===== src/rtl/signed_div_sequencer_pkg.sv =====
// Shared definitions for the signed divide sequencer and its iteration step.
package signed_div_sequencer_pkg;

  localparam int          DW          = 8;
  localparam int          ITERS       = 8;
  localparam logic [7:0]  OVF_OPERAND = 8'h80;

  typedef enum logic [3:0] {
    S_IDLE,
    S_ABS_A,
    S_WAIT_A,
    S_ABS_B,
    S_WAIT_B,
    S_CHECK,
    S_DIV,
    S_SIGN,
    S_DONE
  } state_t;

endpackage


===== src/rtl/signed_div_sequencer_step.sv =====
// One restoring-division iteration on unsigned magnitudes; purely combinational.
module div_step
  import signed_div_sequencer_pkg::*;
(
  input  logic [DW-1:0] rem,
  input  logic [DW-1:0] q,
  input  logic [DW-1:0] mag_b,
  output logic [DW-1:0] rem_next,
  output logic [DW-1:0] q_next
);

  logic [DW-1:0] rem_shifted;
  logic [DW:0]   trial;

  // Magnitudes never exceed 127, so the shifted remainder always fits in DW bits.
  assign rem_shifted = {rem[DW-2:0], q[DW-1]};
  assign trial       = {1'b0, rem_shifted} - {1'b0, mag_b};
  assign rem_next    = trial[DW] ? rem_shifted : trial[DW-1:0];
  assign q_next      = {q[DW-2:0], ~trial[DW]};

endmodule


===== src/rtl/signed_div_sequencer.sv =====
// 8-bit signed divide sequencer: magnitudes via the external complement unit,
// restoring divide on magnitudes, then local sign correction.
module signed_div_sequencer
  import signed_div_sequencer_pkg::*;
(
  input  logic       clk,
  input  logic       rst,
  input  logic       start,
  input  logic [7:0] dividend,
  input  logic [7:0] divisor,
  output logic       busy,
  output logic       done,
  output logic       err,
  output logic [7:0] quotient,
  output logic [7:0] remainder,
  output logic       cu_sel,
  output logic [7:0] cu_a,
  output logic [7:0] cu_b,
  output logic       cu_ci,
  input  logic [7:0] cu_sum
);

  state_t     state_reg, state_next;
  logic [7:0] dividend_reg, divisor_reg;
  logic [7:0] mag_a_reg, mag_b_reg;
  logic [7:0] rem_reg, q_reg;
  logic [7:0] quotient_reg, remainder_reg;
  logic [2:0] count_reg;
  logic       err_reg;
  logic [7:0] step_rem, step_q;
  logic       operand_bad;

  div_step u_step (
    .rem      (rem_reg),
    .q        (q_reg),
    .mag_b    (mag_b_reg),
    .rem_next (step_rem),
    .q_next   (step_q)
  );

  assign operand_bad = (divisor_reg == 8'h00) || (dividend_reg == OVF_OPERAND) ||
                       (divisor_reg == OVF_OPERAND);

  always_comb begin
    state_next = state_reg;
    cu_sel     = 1'b0;
    cu_a       = 8'h00;
    case (state_reg)
      S_IDLE:   if (start) state_next = S_ABS_A;
      S_ABS_A: begin
        cu_sel     = 1'b1;
        cu_a       = dividend_reg;
        state_next = S_WAIT_A;
      end
      S_WAIT_A: state_next = S_ABS_B;
      S_ABS_B: begin
        cu_sel     = 1'b1;
        cu_a       = divisor_reg;
        state_next = S_WAIT_B;
      end
      S_WAIT_B: state_next = S_CHECK;
      S_CHECK:  state_next = operand_bad ? S_DONE : S_DIV;
      S_DIV:    if (count_reg == 3'(ITERS - 1)) state_next = S_SIGN;
      S_SIGN:   state_next = S_DONE;
      S_DONE:   state_next = S_IDLE;
      default:  state_next = S_IDLE;
    endcase
  end

  assign busy      = (state_reg != S_IDLE);
  assign done      = (state_reg == S_DONE);
  assign err       = err_reg;
  assign quotient  = quotient_reg;
  assign remainder = remainder_reg;
  assign cu_b      = 8'h00;
  assign cu_ci     = cu_sel;

  always_ff @(posedge clk) begin
    if (rst) begin
      state_reg     <= S_IDLE;
      dividend_reg  <= 8'h00;
      divisor_reg   <= 8'h00;
      mag_a_reg     <= 8'h00;
      mag_b_reg     <= 8'h00;
      rem_reg       <= 8'h00;
      q_reg         <= 8'h00;
      quotient_reg  <= 8'h00;
      remainder_reg <= 8'h00;
      count_reg     <= 3'd0;
      err_reg       <= 1'b0;
    end else begin
      state_reg <= state_next;
      case (state_reg)
        S_IDLE: if (start) begin
          dividend_reg <= dividend;
          divisor_reg  <= divisor;
          err_reg      <= 1'b0;
        end
        // Complement unit has a fixed one-cycle latency; its finish flag is ignored.
        S_WAIT_A: mag_a_reg <= cu_sum;
        S_WAIT_B: mag_b_reg <= cu_sum;
        S_CHECK: begin
          if (operand_bad) begin
            err_reg       <= 1'b1;
            quotient_reg  <= 8'h00;
            remainder_reg <= 8'h00;
          end else begin
            rem_reg   <= 8'h00;
            q_reg     <= mag_a_reg;
            count_reg <= 3'd0;
          end
        end
        S_DIV: begin
          rem_reg   <= step_rem;
          q_reg     <= step_q;
          count_reg <= count_reg + 3'd1;
        end
        // Negation is local: the complement unit passes positive values through.
        S_SIGN: begin
          quotient_reg  <= (dividend_reg[7] ^ divisor_reg[7]) ? (~q_reg + 8'd1) : q_reg;
          remainder_reg <= dividend_reg[7] ? (~rem_reg + 8'd1) : rem_reg;
        end
        default: ;
      endcase
    end
  end

endmodule


===== config.mk =====
export PLATFORM = sky130hd
export DESIGN_NAME = signed_div_sequencer
export DESIGN_NICKNAME = d
export VERILOG_FILES = /design/src/rtl/signed_div_sequencer_pkg.sv /design/src/rtl/signed_div_sequencer_step.sv /design/src/rtl/signed_div_sequencer.sv
export SDC_FILE = /design/constraint.sdc
export NUM_CORES = 1
export LEC_CHECK = 0
export ABC_CLOCK_PERIOD_IN_PS = 2500
export BUFFER_PORTS_ARGS = -buffer_cell sky130_fd_sc_hd__buf_2
export CAP_MARGIN = 15
export CORE_MARGIN = 3
export CORE_UTILIZATION = 56
export CTS_CLUSTER_DIAMETER = 60
export DETAILED_ROUTE_END_ITERATION = 8
export PLACE_DENSITY_LB_ADDON = 0.1
export SYNTH_ARGS = -nofsm -noshare
export SYNTH_HDL_FRONTEND = slang
export SYNTH_SLANG_ARGS = --single-unit

===== constraint.sdc =====
create_clock -name clk -period 2.5 [get_ports clk]
set_clock_uncertainty 0.1 [all_clocks]
set_input_delay 0.5 -clock clk [delete_from_list [all_inputs] [get_ports clk]]
set_output_delay 0.5 -clock clk [all_outputs]
set_load 0.01 [all_outputs]

==> results.md <==
* Run status: finished, final reports clean
* Mapped Cells at 464
* Power share of the clock group at 0.382
* Post-DP HPWL at 6.37 mm
* CP Cell Sequence: inv_1 -> ha_1 -> fa_1 -> nor2b_1 -> o2111ai_2 -> a21o_1 -> a311o_1 -> a21oi_2
* Top_reg_cell synth: dfxtp_1
* Vias in the first global route at 3112
* R2R cell count at 8
* Root buf cell: clkbuf_8
* Total die area at 7530 um^2
* Final std cells w/o fill at 590
* Setup TNS at 0 ns
* Global-route wire length before repair at 14.6 mm
* Number of cells on the worst hold path at 3
* TritonCTS clock tree: built
* Max VDD drop at 0.551 mV
* Worst R2R End: rem_reg[7]
* Ant diodes at 0
* EDFF count, synth at 0
* Port Buffers at 55
* TritonCTS Buffers at 9
* Switch Pwr at 0.706 mW
* Required time worst endpoint at 2.68 ns
* R2R Setup Slk at 0.15 ns
* Area Overhead vs Synth at 14.3%
* Setup crit start kind: register
* Sw Ratio at 0.271
* CORE AREA at 6130 um^2
* LEAKAGE at 1.77 nW
* CP arrival at 2.53 ns
* Initial antenna violation count at 0
* Slowest cell on crit path: fa_1
* Post-synthesis sequential area ratio at 0.395
* Register share of total power at 0.472
* CTS Buffer Depth at 2
* Final wirelength at 8.73 mm
* Worst-path clk slew at 0.07 ns
* Synth warn at 0
* Netlist area before placement at 3650 um^2
* DR iter-0 viols at 146
* Fmax at 0.426 GHz
* CTS sink cnt at 72
* Fillers at 558
* 1st-pass router iterations at 4
* H-tree depth at 3
* I/O pin total at 64
* Nature of the critical path endpoint: register
* Die height at 86.8 um
* Post-synthesis async set-or-reset flop share at 0
* Total gr overflow at 0
* DRC violations left at 0
* Nets at 550
* Antenna viol nets, final at 0
* Hold Crit Start: dividend[1]
* Final GP Congestion at 0.921
* Worst-Skew Late Latency at 0.35 ns
* Tcrit/Tclk final at 0.940
* Worst Hold Class: in2reg
* Slew Viols, Final at 0
* Hold endpoint: dividend_reg[1]
* Layout cell share with drive strength beyond 1 at 0.169
* Initial core utilization at 0.596
* Endpoints failing setup at 0
* CP max stage delay at 0.41 ns
* MaxCap Viol Count at 0
* Crit-path max FO at 4
* Wire per inst at 14.8 um
* Post-Place Cells at 573
* Gate power share at 0.145
* Vias at 3328
* Worst Tran Pin Value at 0.717 ns
* Die X at 86.8 um
* Largest net degree at the start of global routing at 48
* Mean post-synth cell area at 7.87 um^2
* FP Rows at 28
* Most frequent cells in the layout: 93 x nand2_1, 71 x dfxtp_1, 62 x a21oi_1
* Final hold violation count at 0
* Synth cell types at 48
* #FFs+latches synth at 72
* R2R Path Start: q_reg[7]
* PD cells at 624 nW/um^2
* Crit path time final at 2.35 ns
* Commonest non-fill, non-tap cell in the layout: nand2_1
* Pint at 1.90 mW
* Slew HR at 0.521
* Total GRT Usage at 0.244
* RSZ-0062 raised after global routing: no
* Vias per cell at 5.64
* WS Path Type: reg2reg
-- worst max-delay path, delay by kind of cell, from the launching register on --
family,cells,cell delay (ns)
AOI/OAI and AO/OA,4,0.97
DFF,1,0.33
and+or+nand+nor,1,0.20
adders and majority gates,2,0.62
buffers and inverters,1,0.08
-- routing by layer --
| metal | up-vias | GRT usage | share of wire |
|---|---|---|---|
| met4 | 0 | 0.0822 | 0.013 |
| met2 | 97 | 0.398 | 0.46 |
| met5 | - | 0 | 0 |
| met3 | 13 | 0.0390 | 0.059 |
| met1 | 1535 | 0.329 | 0.47 |
| li1 | 1683 | - | - |
-- synth_stat cells, types with 7 or more instances --
cell,number,area (um^2)
nand2_1,93,349
dfxtp_1,72,1440
a21oi_1,62,310
nor2_1,35,131
nand3_1,28,140
mux2i_1,22,220
clkbuf_1,17,63.8
inv_1,13,48.8
ha_1,12,150
buf_4,10,75.1
a211oi_1,9,67.6
xnor2_1,9,78.8
a31oi_1,7,43.8
-- power groups by stage --
stage / combinational [mW] / clock, mW / sequential, mW
after global routing: 0.422 / 1.07 / 1.24
after global placement: 0.357 / 0 / 1.25
final: 0.378 / 0.996 / 1.23
after CTS: 0.367 / 1.01 / 1.23
after detailed placement: 0.364 / 0 / 1.26
after floorplan: 0.280 / 0 / 1.24
-- worst max path at each step --
| stage | from | endpoint | slack, ns | cells past startpoint |
|---|---|---|---|---|
| after floorplan | q_reg[7] | rem_reg[0] | 0.37 | 8 |
| after global placement | q_reg[7] | rem_reg[0] | 0.21 | 8 |
| after detailed placement | q_reg[7] | rem_reg[5] | 0.10 | 8 |
| after CTS | q_reg[7] | rem_reg[5] | 0.08 | 8 |
| after global routing | q_reg[7] | rem_reg[5] | 0.01 | 8 |
| final | q_reg[7] | rem_reg[7] | 0.15 | 8 |
-- timing repair --
item	in CTS	in global routing
endpoints found under the setup margin	0	5
buffers inserted	0	1
resized for setup	0	3
hold endpoints to repair	0	0
hold buffers	0	0
-- area by class of cell --
| type | instances | area, um^2 | share of cell area |
|---|---|---|---|
| repair buffers | 64 | 355 | 0.0851 |
| flip-flops and latches | 72 | 1440 | 0.346 |
| clock buffers | 11 | 131 | 0.0315 |
| clock inverters | 5 | 81.3 | 0.0195 |
| inverters | 13 | 48.8 | 0.0117 |
| multi-input cells | 350 | 2020 | 0.484 |
| well taps | 75 | 93.8 | 0.0225 |
-- cells by family after synthesis --
logic type	after synthesis	synth area share
other cells	1	0.00103
xor+xnor	15	0.0360
simple gates	186	0.225
buf+inv	49	0.0630
flops	72	0.395
mux	22	0.0603
fa+ha+maj	13	0.0466
compound gates	106	0.173
-- per-stage QoR --
stage	util	power (mW)	worst slack, ns	hold slack (ns)	area, um^2
6_report	0.681	2.60	0.150	0.284	4180
5_1_grt	0.681	2.73	0.0110	0.281	4180
4_1_cts	0.677	2.61	0.0822	0.279	4150
3_5_place_dp	0.643	1.62	0.103	0.345	3940
3_3_place_gp	0.643	1.61	0.210	0.340	3940
2_1_floorplan	-	1.52	0.367	0.336	3680
No activity file was read; power rests on OpenSTA's default activity.
